`config.mk`:
```
export PLATFORM = sky130hd
export DESIGN_NAME = host_wr_sequencer
export DESIGN_NICKNAME = d
export VERILOG_FILES = /design/src/rtl/opl3_pkg.sv /design/src/rtl/host_cmd_fifo.sv /design/src/rtl/host_wr_sequencer.sv
export SDC_FILE = /design/constraint.sdc
export NUM_CORES = 1
export LEC_CHECK = 0
export BUFFER_PORTS_ARGS = -buffer_cell sky130_fd_sc_hd__buf_2
export CORE_UTILIZATION = 60
export DETAILED_ROUTE_END_ITERATION = 10
export GPL_TIMING_DRIVEN = 0
export HOLD_SLACK_MARGIN = 0.06
export PLACE_DENSITY = 0.89
export SETUP_SLACK_MARGIN = 0.4
export SYNTH_ARGS = -nofsm -noshare
export SYNTH_HDL_FRONTEND = slang
export SYNTH_SLANG_ARGS = --single-unit
export TNS_END_PERCENT = 5
```
`constraint.sdc`:
```
create_clock -name clk -period 7.34 [get_ports clk]
set_clock_uncertainty 0.2 [all_clocks]
set_input_delay 0.367 -clock clk [delete_from_list [all_inputs] [get_ports clk]]
set_output_delay 0.367 -clock clk [all_outputs]
set_load 0.05 [all_outputs]
```
`src/rtl/opl3_pkg.sv`:
```
// Shared types for the host write path: sequencer states and width helpers.
package opl3_pkg;

  typedef enum logic [0:0] {
    SEQ_IDLE = 1'b0,
    SEQ_WAIT = 1'b1
  } seq_state_t;

  // Index width for n items, never narrower than one bit.
  function automatic int bank_width(input int n);
    return (n <= 1) ? 1 : $clog2(n);
  endfunction

endpackage

```
`src/rtl/host_cmd_fifo.sv`:
```
// Synchronous first-word-fall-through command FIFO with occupancy output.
module host_cmd_fifo #(
  parameter int WIDTH = 8,
  parameter int DEPTH = 16
) (
  input  logic                   clk,
  input  logic                   ic_n,
  input  logic                   push,
  input  logic                   pop,
  input  logic [WIDTH-1:0]       din,
  output logic [WIDTH-1:0]       head,
  output logic                   empty,
  output logic                   full,
  output logic [$clog2(DEPTH):0] level
);
  localparam int PTR_W = $clog2(DEPTH);

  logic [WIDTH-1:0] mem [DEPTH];
  logic [PTR_W-1:0] wr_ptr_reg, rd_ptr_reg;
  logic [PTR_W:0]   level_reg;
  logic             pop_ok, push_ok;

  assign empty   = (level_reg == '0);
  assign full    = (level_reg == (PTR_W+1)'(DEPTH));
  assign pop_ok  = pop && !empty;
  // A pop in the same cycle frees the slot the push lands in.
  assign push_ok = push && (!full || pop_ok);

  always_ff @(posedge clk) begin
    if (push_ok) mem[wr_ptr_reg] <= din;
  end

  always_ff @(posedge clk or negedge ic_n) begin
    if (!ic_n) begin
      wr_ptr_reg <= '0;
      rd_ptr_reg <= '0;
      level_reg  <= '0;
    end else begin
      if (push_ok) wr_ptr_reg <= wr_ptr_reg + 1'b1;
      if (pop_ok)  rd_ptr_reg <= rd_ptr_reg + 1'b1;
      case ({push_ok, pop_ok})
        2'b10:   level_reg <= level_reg + 1'b1;
        2'b01:   level_reg <= level_reg - 1'b1;
        default: level_reg <= level_reg;
      endcase
    end
  end

  assign head  = mem[rd_ptr_reg];
  assign level = level_reg;

endmodule

```
`src/rtl/host_wr_sequencer.sv`:
```
// Host write path: edge-detected bus writes queue into a FIFO, drained as paced
// register writes using per-bank latched addresses; plus a status/diagnostic read mux.
module host_wr_sequencer
  import opl3_pkg::*;
#(
  parameter int ADDR_WIDTH      = 2,
  parameter int DATA_WIDTH      = 8,
  parameter int NUM_BANKS       = 2,
  parameter int FIFO_DEPTH      = 16,
  parameter int MIN_WR_INTERVAL = 32
) (
  input  logic                              clk,
  input  logic                              ic_n,
  input  logic                              cs_n,
  input  logic                              rd_n,
  input  logic                              wr_n,
  input  logic [ADDR_WIDTH-1:0]             address,
  input  logic [DATA_WIDTH-1:0]             din,
  output logic [DATA_WIDTH-1:0]             dout,
  input  logic [DATA_WIDTH-1:0]             status,
  output logic                              reg_wr_valid,
  output logic [bank_width(NUM_BANKS)-1:0]  reg_wr_bank,
  output logic [DATA_WIDTH-1:0]             reg_wr_address,
  output logic [DATA_WIDTH-1:0]             reg_wr_data,
  output logic                              busy,
  output logic                              overflow,
  output logic [$clog2(FIFO_DEPTH):0]       fifo_level
);
  localparam int BANK_W  = bank_width(NUM_BANKS);
  localparam int LEVEL_W = $clog2(FIFO_DEPTH) + 1;
  localparam int CNT_W   = $clog2(MIN_WR_INTERVAL + 1);
  localparam int CMD_W   = BANK_W + 1 + DATA_WIDTH;
  localparam logic [ADDR_WIDTH-1:0] NUM_BANKS_A = ADDR_WIDTH'(NUM_BANKS);

  typedef struct packed {
    logic [BANK_W-1:0]     bank;
    logic                  is_data;
    logic [DATA_WIDTH-1:0] data;
  } host_cmd_t;

  typedef struct packed {
    logic                  valid;
    logic [BANK_W-1:0]     bank;
    logic [DATA_WIDTH-1:0] address;
    logic [DATA_WIDTH-1:0] data;
  } reg_wr_t;

  logic                  wr, rd, wr_p1_reg, rd_p1_reg;
  logic [ADDR_WIDTH-2:0] bank_idx;
  logic                  bank_ok, push_req, fifo_push, fifo_pop, fifo_empty, fifo_full;
  logic [CMD_W-1:0]      head_bits;
  logic [LEVEL_W-1:0]    level_w;
  host_cmd_t             push_cmd, head_cmd;
  seq_state_t            state_reg, state_next;
  logic [CNT_W-1:0]      cnt_reg, cnt_next;
  logic [DATA_WIDTH-1:0] latch_reg [NUM_BANKS];
  logic                  latch_we;
  reg_wr_t               wr_out_reg, wr_out_next;
  logic                  busy_reg, overflow_reg, overflow_next, ovf_set;
  logic [DATA_WIDTH-1:0] dout_reg, diag_word;
  genvar                 gi;

  assign wr       = !cs_n && !wr_n;
  assign rd       = !cs_n && !rd_n;
  assign bank_idx = address[ADDR_WIDTH-1:1];
  // Writes to nonexistent banks vanish without flagging overflow.
  assign bank_ok  = ({1'b0, bank_idx} < NUM_BANKS_A);
  assign push_req = wr && !wr_p1_reg && bank_ok;
  assign fifo_push = push_req && (!fifo_full || fifo_pop);
  assign ovf_set   = push_req && fifo_full && !fifo_pop;
  assign push_cmd  = '{bank: bank_idx[BANK_W-1:0], is_data: address[0], data: din};
  assign head_cmd  = head_bits;

  host_cmd_fifo #(
    .WIDTH (CMD_W),
    .DEPTH (FIFO_DEPTH)
  ) u_fifo (
    .clk   (clk),
    .ic_n  (ic_n),
    .push  (fifo_push),
    .pop   (fifo_pop),
    .din   (push_cmd),
    .head  (head_bits),
    .empty (fifo_empty),
    .full  (fifo_full),
    .level (level_w)
  );

  always_comb begin
    state_next        = state_reg;
    cnt_next          = cnt_reg;
    wr_out_next       = wr_out_reg;
    wr_out_next.valid = 1'b0;
    fifo_pop          = 1'b0;
    latch_we          = 1'b0;
    unique case (state_reg)
      SEQ_IDLE: begin
        if (!fifo_empty) begin
          fifo_pop = 1'b1;
          if (!head_cmd.is_data) begin
            latch_we = 1'b1;
          end else begin
            wr_out_next.valid   = 1'b1;
            wr_out_next.bank    = head_cmd.bank;
            wr_out_next.address = latch_reg[head_cmd.bank];
            wr_out_next.data    = head_cmd.data;
            if (MIN_WR_INTERVAL > 1) begin
              state_next = SEQ_WAIT;
              cnt_next   = CNT_W'(MIN_WR_INTERVAL - 1);
            end
          end
        end
      end
      SEQ_WAIT: begin
        // Leaving on the count reaching zero lets the next pop land exactly
        // MIN_WR_INTERVAL cycles after the previous one.
        if (cnt_reg <= CNT_W'(1)) begin
          state_next = SEQ_IDLE;
          cnt_next   = '0;
        end else begin
          cnt_next = cnt_reg - 1'b1;
        end
      end
      default: state_next = SEQ_IDLE;
    endcase
  end

  assign overflow_next = ovf_set ? 1'b1 :
                         (rd && !rd_p1_reg && address[0]) ? 1'b0 : overflow_reg;

  assign diag_word[DATA_WIDTH-1] = overflow_reg;
  assign diag_word[DATA_WIDTH-2] = busy_reg;
  for (gi = 0; gi < DATA_WIDTH - 2; gi++) begin : g_diag
    if (gi < LEVEL_W) begin : g_lvl
      assign diag_word[gi] = level_w[gi];
    end else begin : g_pad
      assign diag_word[gi] = 1'b0;
    end
  end

  always_ff @(posedge clk or negedge ic_n) begin
    if (!ic_n) begin
      for (int i = 0; i < NUM_BANKS; i++) latch_reg[i] <= '0;
    end else if (latch_we) begin
      latch_reg[head_cmd.bank] <= head_cmd.data;
    end
  end

  always_ff @(posedge clk or negedge ic_n) begin
    if (!ic_n) begin
      state_reg    <= SEQ_IDLE;
      cnt_reg      <= '0;
      wr_out_reg   <= '0;
      wr_p1_reg    <= 1'b0;
      rd_p1_reg    <= 1'b0;
      busy_reg     <= 1'b0;
      overflow_reg <= 1'b0;
      dout_reg     <= '0;
    end else begin
      state_reg    <= state_next;
      cnt_reg      <= cnt_next;
      wr_out_reg   <= wr_out_next;
      wr_p1_reg    <= wr;
      rd_p1_reg    <= rd;
      busy_reg     <= (level_w != '0) || (state_reg != SEQ_IDLE);
      overflow_reg <= overflow_next;
      if (rd) dout_reg <= address[0] ? diag_word : status;
    end
  end

  assign dout           = dout_reg;
  assign reg_wr_valid   = wr_out_reg.valid;
  assign reg_wr_bank    = wr_out_reg.bank;
  assign reg_wr_address = wr_out_reg.address;
  assign reg_wr_data    = wr_out_reg.data;
  assign busy           = busy_reg;
  assign overflow       = overflow_reg;
  assign fifo_level     = level_w;

endmodule

```
==> run_results.csv, run 1 <==
group,metric,value,unit
cells_and_area,nFillCells,814,
clocking,h-tree-depth,1,
synth,yosys.area.top_type,"edfxtp_1",
pwr,p_per_area,410,nW/µm²
worst_setup_path,r2r_start,"u_fifo.level[1]",
sta,maxSlewHeadroom,6.87,%
worst_setup_path,reg2reg_slack,3.28,ns
worst_setup_path,crit_type,"register to register",
worst_setup_path,critPathLaunchType,"register",
synth,synth.area.top_cells,"edfxtp_1 (52%), dfrtp_1 (18%), mux4_2 (11%)",
outcome,status,"complete, but fails checks",
sta,tightest_slew,1.39,ns
cells_and_area,diodes,0,
cells_and_area,layout_commonest_cell,"edfxtp_1",
worst_setup_path,r2r-end,"u_fifo.level[4]",
sta,finalCritPeriodShare,55.3,%
floorplan,initial_core_util,62.4,%
floorplan,die_w,126,µm
placement,portBuffers,55,
sta,hold_viol,0,
synth,yosys_most_used_dff,"edfxtp_1",
global_routing,grt.overflow.total,0,
worst_setup_path,end_kind,"register",
clocking,cts_tree,"built",
synth,synth_top_area_share,52.4,%
synth,syn_inst,523,
sta,rsz0062_at_grt,"no",
detailed_routing,drt_pass1_iterations,8,
sta,period_needed,4.06,ns
detailed_routing,via_count,5244,
floorplan,fp.coreArea,14700,µm²
synth,ys.warnings.count,0,
detailed_routing,vias_per_cell,6.33,
min_path,min_path_type,"primary input to register",
clocking,clock_path_buffers,3,
cells_and_area,largest_register_ffs,160,
placement,post-dp-hpwl,12.1,mm
synth,synth-edff-count,160,
cells_and_area,stdcell_area,10700,µm²
synth,syn_avg_cell_area,17.5,µm²
clocking,cts_sinks,226,
min_path,holdPathStages,4,
worst_setup_path,required,7.56,ns
synth,synth_seq_cells,226,
synth,synth_fp_nets,557,
cells_and_area,syn_to_final_growth,16.2,%
pwr,leakagePower,0.00390,µW
placement,gp_congestion,0.798,
cells_and_area,layout_common_cells,"edfxtp_1 (160), dfrtp_1 (66), buf_2 (58), mux4_2 (46), nor2_1 (27)",
detailed_routing,avgRoutedWirePerCell,24.6,µm
detailed_routing,drtIter0Drc,646,
cells_and_area,final_layout_size_suffix_gt1_share,29.0,%
synth,async_flop_share,29.2,%
min_path,min_from,"rd_n",
clocking,path_clk_slew,0.06,ns
global_routing,grt_antenna_before_repair,0,
global_routing,grt_max_degree,67,
cells_and_area,nNetsFinal,664,
global_routing,grtUsageTotal,27.7,%
detailed_routing,ant_nets,0,
floorplan,rows,44,
synth,ys_seq_area_share,70.4,%
global_routing,grt_pass1_wl,32.0,mm
synth,ys_types,51,
worst_setup_path,worstPathArrival,4.28,ns
flow_run,drv_cap,0,
pwr,finalPower,4370,µW
global_routing,grt_pass1_vias,5598,
sta,fin_hold_ws,0.290,ns
detailed_routing,wirelength,20.4,mm
synth,syn_area,9170,µm²
clocking,cts-root-buf,"clkbuf_16",
placement,place_area,9740,µm²
clocking,clk_latency,0.50,ns
worst_setup_path,r2r_cells,15,
sta,setup_viol,0,
outcome,failed_checks,"DRC",
floorplan,dieArea,15800,µm²
clocking,cts_resized,0,
detailed_routing,drc,5,
sta,setup_tns,0,ns
worst_setup_path,path_max_fanout,9,
floorplan,io_pins,56,
pwr,ir_drop,224,µV
floorplan,die_h,126,µm
min_path,hold_end,"rd_p1_reg",
sta,max_freq,246,MHz
sta,maxSlewViolCount,0,
clocking,cts_made_buffers,23,
through the flow:
stage | instances | util (%) | worst slack, ns
6_report | 829 | 72.5 | 3.28
2_1_floorplan | 523 | - | 3.64
3_3_place_gp | 762 | 65.8 | 3.58
3_5_place_dp | 766 | 66.3 | 3.47
4_1_cts | 828 | 72.4 | 3.38
5_1_grt | 829 | 72.5 | 2.91
power breakdown:
| group | internal (µW) | switching (µW) | total, µW |
|---|---|---|---|
| Clock | 608 | 458 | 1070 |
| Combinational | 630 | 990 | 1620 |
| Sequential | 1570 | 119 | 1690 |
worst max-delay path: stages (launching register included):
cell	delay, ns
dfrtp_1	0.37
buf_2	0.17
nor4_1	0.66
and3_1	0.32
nor2b_1	0.07
clkbuf_1	0.23
inv_1	0.16
ha_1	0.18
clkbuf_1	0.34
xor2_1	0.13
ha_1	0.24
o21a_1	0.18
o22a_1	0.20
a21oi_1	0.18
mux2i_1	0.23
xnor2_1	0.13
cell families (layout without fill, tap and decap cells):
| kind of cell | count (synthesis) | after routing | synth area share [%] |
|---|---|---|---|
| flops | 226 | 226 | 70.4 |
| xor+xnor | 12 | 12 | 1.15 |
| compound gates | 52 | 52 | 3.78 |
| mux | 85 | 85 | 15.9 |
| fa+ha+maj | 11 | 11 | 1.50 |
| buf+inv | 39 | 161 | 2.03 |
| simple gates | 98 | 98 | 5.24 |
how the worst max path moves through the flow:
stage                          startpoint               to  slack, ns  cells after the start
after global placement    u_fifo.level[1]  u_fifo.level[4]       3.58                     15
final                     u_fifo.level[1]  u_fifo.level[4]       3.28                     15
after CTS                 u_fifo.level[1]  u_fifo.level[4]       3.38                     15
after global routing      u_fifo.level[1]  u_fifo.level[4]       2.91                     15
after floorplan           u_fifo.level[1]  u_fifo.level[4]       3.64                     15
after detailed placement  u_fifo.level[1]  u_fifo.level[4]       3.47                     15
cell usage after synthesis (all sizes together) (2+ instances only):
master / count
edfxtp: 160
a21oi: 6
buf: 14
xor2: 5
mux4: 46
clkbuf: 14
and2: 2
mux2i: 13
nand2: 24
ha: 11
nor2: 27
nor2b: 4
nand3: 13
a31oi: 8
inv: 11
or3: 2
a22oi: 4
mux2: 26
o21ai: 21
nor3: 11
a21boi: 2
nand2b: 7
xnor2: 7
nand3b: 3
dfrtp: 66
routing by layer:
layer  vias to the layer above  global-route usage [%]  wire length [µm]
met1                      2625                    34.9              7360
met4                         0                    15.1              1100
met3                        87                    5.56              1590
li1                       2233                       -                 -
met2                       299                    45.7             10300
met5                         -                       0                 0
area by class of cell:
cell class	instances	area, µm²	area share, %
Buffer	28	145	1.36
Clock buffer	27	591	5.54
Clock inverter	13	90.1	0.845
Inverter	11	41.3	0.387
Multi-Input combinational cell	258	2550	23.9
Sequential cell	226	6460	60.6
Tap cell	184	230	2.16
Timing Repair Buffer	82	554	5.20
what timing repair did:
action | in CTS | in global routing
hold endpoints to repair | 161 | 0
hold buffers | 22 | 0
buffers inserted | 0 | 0
Note: power is estimated with default switching activity, not from simulation.
==> run 2: changes to the inputs <==
--- a/config.mk
+++ b/config.mk
@@ -5,12 +5,13 @@
 export SDC_FILE = /design/constraint.sdc
 export NUM_CORES = 1
 export LEC_CHECK = 0
+export ABC_AREA = 1
 export BUFFER_PORTS_ARGS = -buffer_cell sky130_fd_sc_hd__buf_2
-export CORE_UTILIZATION = 60
+export CORE_UTILIZATION = 55
 export DETAILED_ROUTE_END_ITERATION = 10
 export GPL_TIMING_DRIVEN = 0
 export HOLD_SLACK_MARGIN = 0.06
-export PLACE_DENSITY = 0.89
+export PLACE_DENSITY = 0.86
 export SETUP_SLACK_MARGIN = 0.4
 export SYNTH_ARGS = -nofsm -noshare
 export SYNTH_HDL_FRONTEND = slang
==> constraint.sdc (replaced) <==
create_clock -name clk -period 3.35 [get_ports clk]
set_clock_uncertainty 0.2 [all_clocks]
set_input_delay 0.1675 -clock clk [delete_from_list [all_inputs] [get_ports clk]]
set_output_delay 0.1675 -clock clk [all_outputs]
set_load 0.05 [all_outputs]
==> run 2 against run 1 <==
The flow now finishes without violations. Global-route usage shrank 1.2 points. Clock-buffer cell count grew 6. Sequential share of layout area shrank 3.3 points. Maximum frequency grew 37%. Setup slack lost 2.9 ns. Routed wire length grew 14%. Cell count grew 51%. Critical endpoint is now u_fifo.mem[7][3].
==> run_results.csv, run 2 <==
group,metric,value,unit
floorplan,initial_core_util,56.1,%
pwr,seq_power_share,34.9,%
sta,finalCritPeriodShare,88.7,%
sta,hold_viol,0,
floorplan,rows,48,
cells_and_area,ff_latch_area,6460,µm²
detailed_routing,wirelength,23.2,mm
synth,synth_fp_nets,926,
global_routing,grt_pass1_wl,35.9,mm
worst_setup_path,crit_slowest_cell,"nor2_1",
cells_and_area,layout_commonest_cell,"nand2_1",
synth,async_flop_share,29.2,%
cells_and_area,diodes,0,
worst_setup_path,r2r-end,"u_fifo.mem[7][3]",
worst_setup_path,path_max_fanout,10,
clocking,cts_tree,"built",
clocking,cts_made_buffers,23,
cells_and_area,largest_register_ffs,160,
synth,syn_area,9630,µm²
synth,synth_top_area_share,49.9,%
sta,setup_tns,0,ns
floorplan,fp.coreArea,17200,µm²
pwr,clock_power_share,22.0,%
sta,fin_hold_ws,0.0904,ns
synth,synth_seq_cells,226,
placement,post-dp-hpwl,14.2,mm
outcome,status,"complete, no violations",
pwr,switching_power,4510,µW
synth,post-synth-top-count-cell,"nand2_1",
synth,syn_inst,892,
global_routing,grt_antenna_before_repair,0,
cells_and_area,final_layout_size_suffix_gt1_share,13.1,%
worst_setup_path,critPathBufInv,2,
sta,rsz0062_at_grt,"yes",
worst_setup_path,r2r_start,"u_fifo.level[2]",
synth,ys_seq_area_share,67.0,%
pwr,p_int,6080,µW
worst_setup_path,slowest_delay,0.99,ns
detailed_routing,via_count,7208,
cells_and_area,multi_input_area,2790,µm²
pwr,leakagePower,0.00465,µW
detailed_routing,drc,0,
clocking,path_clk_slew,0.06,ns
detailed_routing,drt_pass1_iterations,5,
clocking,clock_path_buffers,3,
sta,maxSlewViolCount,0,
sta,period_needed,2.97,ns
min_path,min_path_type,"primary input to asynchronous set/reset pin",
cells_and_area,nNetsFinal,1045,
cells_and_area,nFillCells,1252,
synth,syn_avg_cell_area,10.8,µm²
detailed_routing,ant_nets,0,
sta,maxSlewHeadroom,15.8,%
clocking,cts_sinks,226,
synth,ys.warnings.count,0,
detailed_routing,drtIter0Drc,795,
floorplan,die_w,134,µm
detailed_routing,vias_per_cell,5.75,
worst_setup_path,worstPathArrival,2.89,ns
flow_run,drv_cap,0,
global_routing,grt_pass1_vias,6827,
pwr,p_per_area,939,nW/µm²
worst_setup_path,r2r_cells,8,
pwr,p_sw_share,42.5,%
worst_setup_path,required,3.27,ns
cells_and_area,layout_common_cells,"nand2_1 (201), edfxtp_1 (160), nor2_1 (153), nand3_1 (83), o21ai_0 (83)",
worst_setup_path,reg2reg_slack,0.38,ns
global_routing,grt_max_degree,67,
clocking,clk_latency,0.51,ns
placement,portBuffers,55,
placement,post-place-cells,1172,
clocking,cts_setup_buffers,0,
clocking,cts-root-buf,"clkbuf_16",
worst_setup_path,crit_type,"register to register",
cells_and_area,fin_util,65.6,%
detailed_routing,avgRoutedWirePerCell,18.5,µm
placement,pre_cts_slack,0.389,ns
worst_setup_path,path_delay_family,"simple AND/OR/NAND/NOR gates",
synth,synth.area.top_cells,"edfxtp_1 (50%), dfrtp_1 (17%), nand2_1 (7.9%)",
cells_and_area,instances_no_fill,1253,
sta,timing.final.ws_setup,0.378,ns
worst_setup_path,critPathLaunchType,"register",
synth,yosys.area.top_type,"edfxtp_1",
floorplan,dieArea,18000,µm²
pwr,combPwrFrac,43.1,%
global_routing,grt.overflow.total,0,
clocking,h-tree-depth,1,
synth,synthTopCellsByCount,"nand2_1 (203), edfxtp_1 (160), nor2_1 (155)",
sta,max_freq,336,MHz
pwr,ir_drop,560,µV
worst_setup_path,end_kind,"register",
sta,setup_viol,0,
sta,tightest_slew,1.26,ns
global_routing,grtUsageTotal,26.5,%
worst_setup_path,path_cells,"inv_1 > nand3_1 > nor2_1 > nand2_1 > nand2_2 > inv_1 > nand2_1 > nor2_1",
synth,ys_types,32,
synth,yosys_most_used_dff,"edfxtp_1",
floorplan,die_h,134,µm
synth,synth-edff-count,160,
placement,gp_congestion,0.870,
floorplan,io_pins,56,
cells_and_area,syn_to_final_growth,17.0,%
[run 2: cell types whose count changed in the layout (fill, tap and decap cells not counted), moves of 13 or more]
cell,change
nand3_1,+71
dlygate4sd3_1,+17
mux4_2,-46
inv_1,+24
o211ai_1,+13
mux2_2,-26
nand2_1,+177
nor2_1,+126
o21ai_0,+62
mux2i_1,-13
[run 2: worst max path at each step]
stage	endpoint	start	depth (start not counted)	slack (ns)
3_5_place_dp	u_fifo.level[4]	u_fifo.level[0]	16	0.39
4_1_cts	u_fifo.level[4]	u_fifo.level[0]	16	0.47
3_3_place_gp	u_fifo.level[4]	u_fifo.level[0]	16	0.58
2_1_floorplan	u_fifo.level[4]	u_fifo.level[0]	16	0.56
6_report	u_fifo.mem[7][3]	u_fifo.level[2]	8	0.38
5_1_grt	u_fifo.mem[7][2]	u_fifo.level[1]	8	0.35
[run 2: worst reg2reg max path, cell delays in order, from the launching register on]
cell and delay, ns:
dfrtp_1 0.47, inv_1 0.12, nand3_1 0.11, nor2_1 0.07, nand2_1 0.08, nand2_2 0.12, inv_1 0.21, nand2_1 0.20
nor2_1 0.99
[run 2: cells by family after synthesis]
logic type / after synthesis / synth area share (%)
AND/OR/NAND/NOR: 461 / 20.3
adder cells (fa/ha/maj): 11 / 1.43
XOR/XNOR: 15 / 1.36
flip-flops: 226 / 67.0
buffers and inverters: 78 / 4.18
AO/OA/AOI/OAI: 101 / 5.66
[run 2: repair_timing]
action | 4_1_cts | 5_1_grt
setup endpoints to repair | 1 | 62
hold endpoints to repair | 238 | 0
gates resized for setup | 1 | 5
pin swaps | 0 | 0
hold buffers | 39 | 0
[run 2: final cells by class]
type / count / area share [%]
clock inverters: 9 / 0.411
flip-flops and latches: 226 / 57.3
clock buffers: 33 / 5.62
inverters: 40 / 1.42
plain buffers: 38 / 2.15
multi-input cells: 588 / 24.7
well taps: 225 / 2.50
repair buffers: 94 / 5.93
[run 2: metal layers]
layer	vias up	track usage, %	share of wire [%]
met2	434	43.2	48
met5	-	0	0
met3	91	4.38	9.2
li1	3272	-	-
met4	0	13.4	4.5
met1	3411	34.4	38
[run 2: through the flow]
step	power (µW)	area [µm²]
floorplan	6890	9630
global placement	7880	10200
detailed placement	8070	10200
CTS	10500	11300
global route	11100	11300
finish	10600	11300
[run 2: power by group through the flow]
stage               Combinational (µW)  Sequential [µW]  Clock (µW)
global route                      4950             3730        2450
CTS                               4450             3680        2340
global placement                  4180             3710           0
finish                            4560             3690        2330
floorplan                         2710             4180           0
detailed placement                4340             3730           0
==> run 3: changes to the inputs <==
--- a/config.mk
+++ b/config.mk
@@ -15,5 +15,6 @@
 export SETUP_SLACK_MARGIN = 0.4
 export SYNTH_ARGS = -nofsm -noshare
 export SYNTH_HDL_FRONTEND = slang
+export SYNTH_HIERARCHICAL = 1
 export SYNTH_SLANG_ARGS = --single-unit
 export TNS_END_PERCENT = 5
==> constraint.sdc (replaced) <==
create_clock -name clk -period 2.68 [get_ports clk]
set_clock_uncertainty 0.2 [all_clocks]
set_input_delay 0.134 -clock clk [delete_from_list [all_inputs] [get_ports clk]]
set_output_delay 0.134 -clock clk [all_outputs]
set_load 0.05 [all_outputs]
==> run 3 against run 2 <==
The flow now finishes with violations (setup timing). Worst hold slack worse by 0.021 ns. Routed wire length up 54%. Sequential cell count unchanged. Final area increased by 12%. Global-route usage rose by 8.1 points. Maximum frequency up 5.6%. Sequential share of layout area decreased by 6.0 points. Clock-buffer cell count shrank 2. Critical endpoint is now reg_wr_address[6]. Combinational power grew 81%. Sequential power is 29% higher.
==> run_results.csv, run 3 <==
group,metric,value,unit
outcome,status,"complete, but fails checks",
outcome,failed_checks,"setup timing",
floorplan,rows,47,
detailed_routing,via_count,8578,
worst_setup_path,worstPathArrival,3.02,ns
synth,yosys.area.top_type,"edfxtp_1",
synth,synthTopCellsByCount,"edfxtp_1 (160), nor2_1 (148), o21ai_0 (108)",
worst_setup_path,slowest_delay,0.44,ns
global_routing,grt_busiest_layer,"met2",
placement,portBuffers,55,
worst_setup_path,path_delay_family,"buffers and inverters",
detailed_routing,wirelength,35.7,mm
floorplan,initial_core_util,56.8,%
min_path,min_path_type,"primary input to asynchronous set/reset pin",
worst_setup_path,required,2.88,ns
detailed_routing,vias_per_cell,6.92,
clocking,cts_sinks,226,
synth,ys_types,39,
synth,synth-edff-count,160,
flow_run,drv_cap,0,
worst_setup_path,path_max_fanout,10,
synth,async_flop_share,29.2,%
cells_and_area,layout_commonest_cell,"edfxtp_1",
sta,tightest_slew,0.867,ns
pwr,p_per_area,1280,nW/µm²
global_routing,grt_max_degree,67,
sta,rsz0062_at_grt,"yes",
sta,timing.final.ws_setup,-0.135,ns
cells_and_area,stdcell_area,12600,µm²
global_routing,grt.overflow.total,0,
worst_setup_path,path_cells,"buf_6 > clkinv_8 > buf_8 > nor2_4 > nor2_1 > o21ai_1 > o211ai_1 > nand3_1 > nand2_2 > nand2_4 > buf_12 > clkinv_8 > buf_12 > nor2_2 > a31oi_1",
cells_and_area,layout_common_cells,"edfxtp_1 (160), nor2_1 (120), nand2_1 (73), o21ai_0 (63), dfrtp_1 (60)",
sta,period_needed,2.81,ns
pwr,p_sw_share,45.8,%
clocking,clk_latency,0.53,ns
sta,max_freq,355,MHz
placement,post-dp-hpwl,15.0,mm
pwr,finalPower,16200,µW
synth,post-synth-top-count-cell,"edfxtp_1",
pwr,clock_power_share,19.6,%
floorplan,io_pins,56,
floorplan,dieArea,17800,µm²
placement,place_area,10200,µm²
sta,maxSlewViolCount,0,
cells_and_area,nFillCells,844,
clocking,clock_path_buffers,3,
global_routing,grtUsageMet2,55.9,%
floorplan,fp.coreArea,16700,µm²
detailed_routing,avgRoutedWirePerCell,28.8,µm
sta,hold_viol,0,
cells_and_area,final_layout_size_suffix_gt1_share,31.5,%
synth,syn_inst,820,
synth,synth_top_area_share,50.7,%
global_routing,use_met1,42.4,%
pwr,switching_power,7430,µW
sta,setup_tns,-1.41,ns
pwr,seq_power_share,29.4,%
floorplan,die_w,133,µm
synth,syn_area,9480,µm²
pwr,combPwrFrac,50.9,%
detailed_routing,ant_nets,0,
detailed_routing,drc,0,
floorplan,die_h,133,µm
synth,ys_seq_area_share,68.1,%
synth,synth_fp_nets,854,
sta,finalCritPeriodShare,105,%
pwr,p_int,8790,µW
cells_and_area,nNetsFinal,1036,
worst_setup_path,critPathLaunchType,"register",
placement,gp_congestion,0.884,
detailed_routing,drt_pass1_iterations,6,
sta,maxSlewHeadroom,42.2,%
global_routing,grt_pass1_vias,7835,
clocking,cts-root-buf,"clkbuf_16",
synth,synth.area.top_cells,"edfxtp_1 (51%), dfrtp_1 (17%), nor2_1 (5.9%)",
global_routing,grt_pass1_wl,45.5,mm
detailed_routing,drtIter0Drc,1431,
clocking,cts_made_buffers,23,
worst_setup_path,critPathBufInv,6,
synth,syn_avg_cell_area,11.6,µm²
global_routing,use_met3,8.30,%
pwr,ir_drop,703,µV
cells_and_area,syn_to_final_growth,33.2,%
worst_setup_path,crit_slowest_cell,"dfrtp_1",
clocking,cts_tree,"built",
synth,ys.warnings.count,6,
cells_and_area,fin_util,75.6,%
synth,synth_seq_cells,226,
global_routing,grtUsageTotal,34.6,%
clocking,h-tree-depth,1,
global_routing,grt_antenna_before_repair,2,
worst_setup_path,end_kind,"register",
worst_setup_path,crit_type,"register to register",
cells_and_area,largest_register_ffs,160,
clocking,path_clk_slew,0.07,ns
pwr,leakagePower,0.00483,µW
synth,yosys_most_used_dff,"edfxtp_1",
sta,setup_viol,24,
run 3: power by group through the flow:
stage / Sequential [µW] / Combinational [µW] / Clock (µW)
2_1_floorplan: 5350 / 3040 / 0
3_3_place_gp: 4720 / 5030 / 0
3_5_place_dp: 4740 / 5210 / 0
4_1_cts: 4620 / 5680 / 3070
5_1_grt: 4790 / 8440 / 3290
6_report: 4770 / 8260 / 3180
run 3: final cells by class:
| class | instances | area, µm² | share of cell area [%] |
|---|---|---|---|
| clock buffers | 31 | 616 | 4.87 |
| repair buffers | 157 | 1310 | 10.4 |
| inverters | 49 | 250 | 1.98 |
| diodes | 2 | 5.00 | 0.0396 |
| plain buffers | 39 | 417 | 3.30 |
| multi-input cells | 506 | 3200 | 25.3 |
| flip-flops and latches | 226 | 6470 | 51.2 |
| clock inverters | 10 | 91.3 | 0.723 |
| well taps | 220 | 275 | 2.18 |
run 3: logic make-up after synthesis:
kind of cell / Yosys count / synth area share, %
buffers and inverters: 88 / 4.67
flip-flops: 226 / 68.1
AND/OR/NAND/NOR: 297 / 13.3
AO/OA/AOI/OAI: 188 / 11.4
XOR/XNOR: 10 / 1.00
adder cells (fa/ha/maj): 11 / 1.53
run 3: metal layers:
metal / up-vias / wire length [µm] / part of all wire [%]
met5: - / 0 / 0
met4: 0 / 3280 / 9.2
met3: 356 / 5420 / 15
met2: 1024 / 15900 / 45
met1: 3957 / 11100 / 31
li1: 3241 / - / -
run 3: what timing repair did:
item | CTS | global route
buffers inserted | 34 | 32
resized for setup | 26 | 245
pin swaps | 21 | 71
endpoints found under the hold margin | 237 | 0
hold buffers | 32 | 0
gates cloned | 0 | 4
endpoints found under the setup margin | 207 | 213
run 3: final timing paths:
path | cells after the start | slack [ns] | endpoint | start
max | 15 | -0.13 | reg_wr_address[6] | u_fifo/rd_ptr_reg[0]
min | 2 | 0.07 | state_reg | ic_n
max reg2reg | 15 | -0.13 | reg_wr_address[6] | u_fifo/rd_ptr_reg[0]
min reg2reg | 2 | 0.30 | latch_reg[10] | latch_reg[10]
max in group asynchronous | 2 | 1.56 | u_fifo/level[3] | ic_n
min in group clk | 6 | 0.16 | u_fifo/wr_ptr_reg[0] | cs_n
run 3: per-stage QoR:
step | cells | hold slack, ns | setup slack, ns
floorplan | 820 | -0.362 | -0.0680
global route | 1239 | 0.150 | -0.145
CTS | 1202 | 0.0998 | 0.120
global placement | 1095 | 0.141 | -0.324
finish | 1240 | 0.0696 | -0.135
detailed placement | 1095 | 0.0849 | -0.353
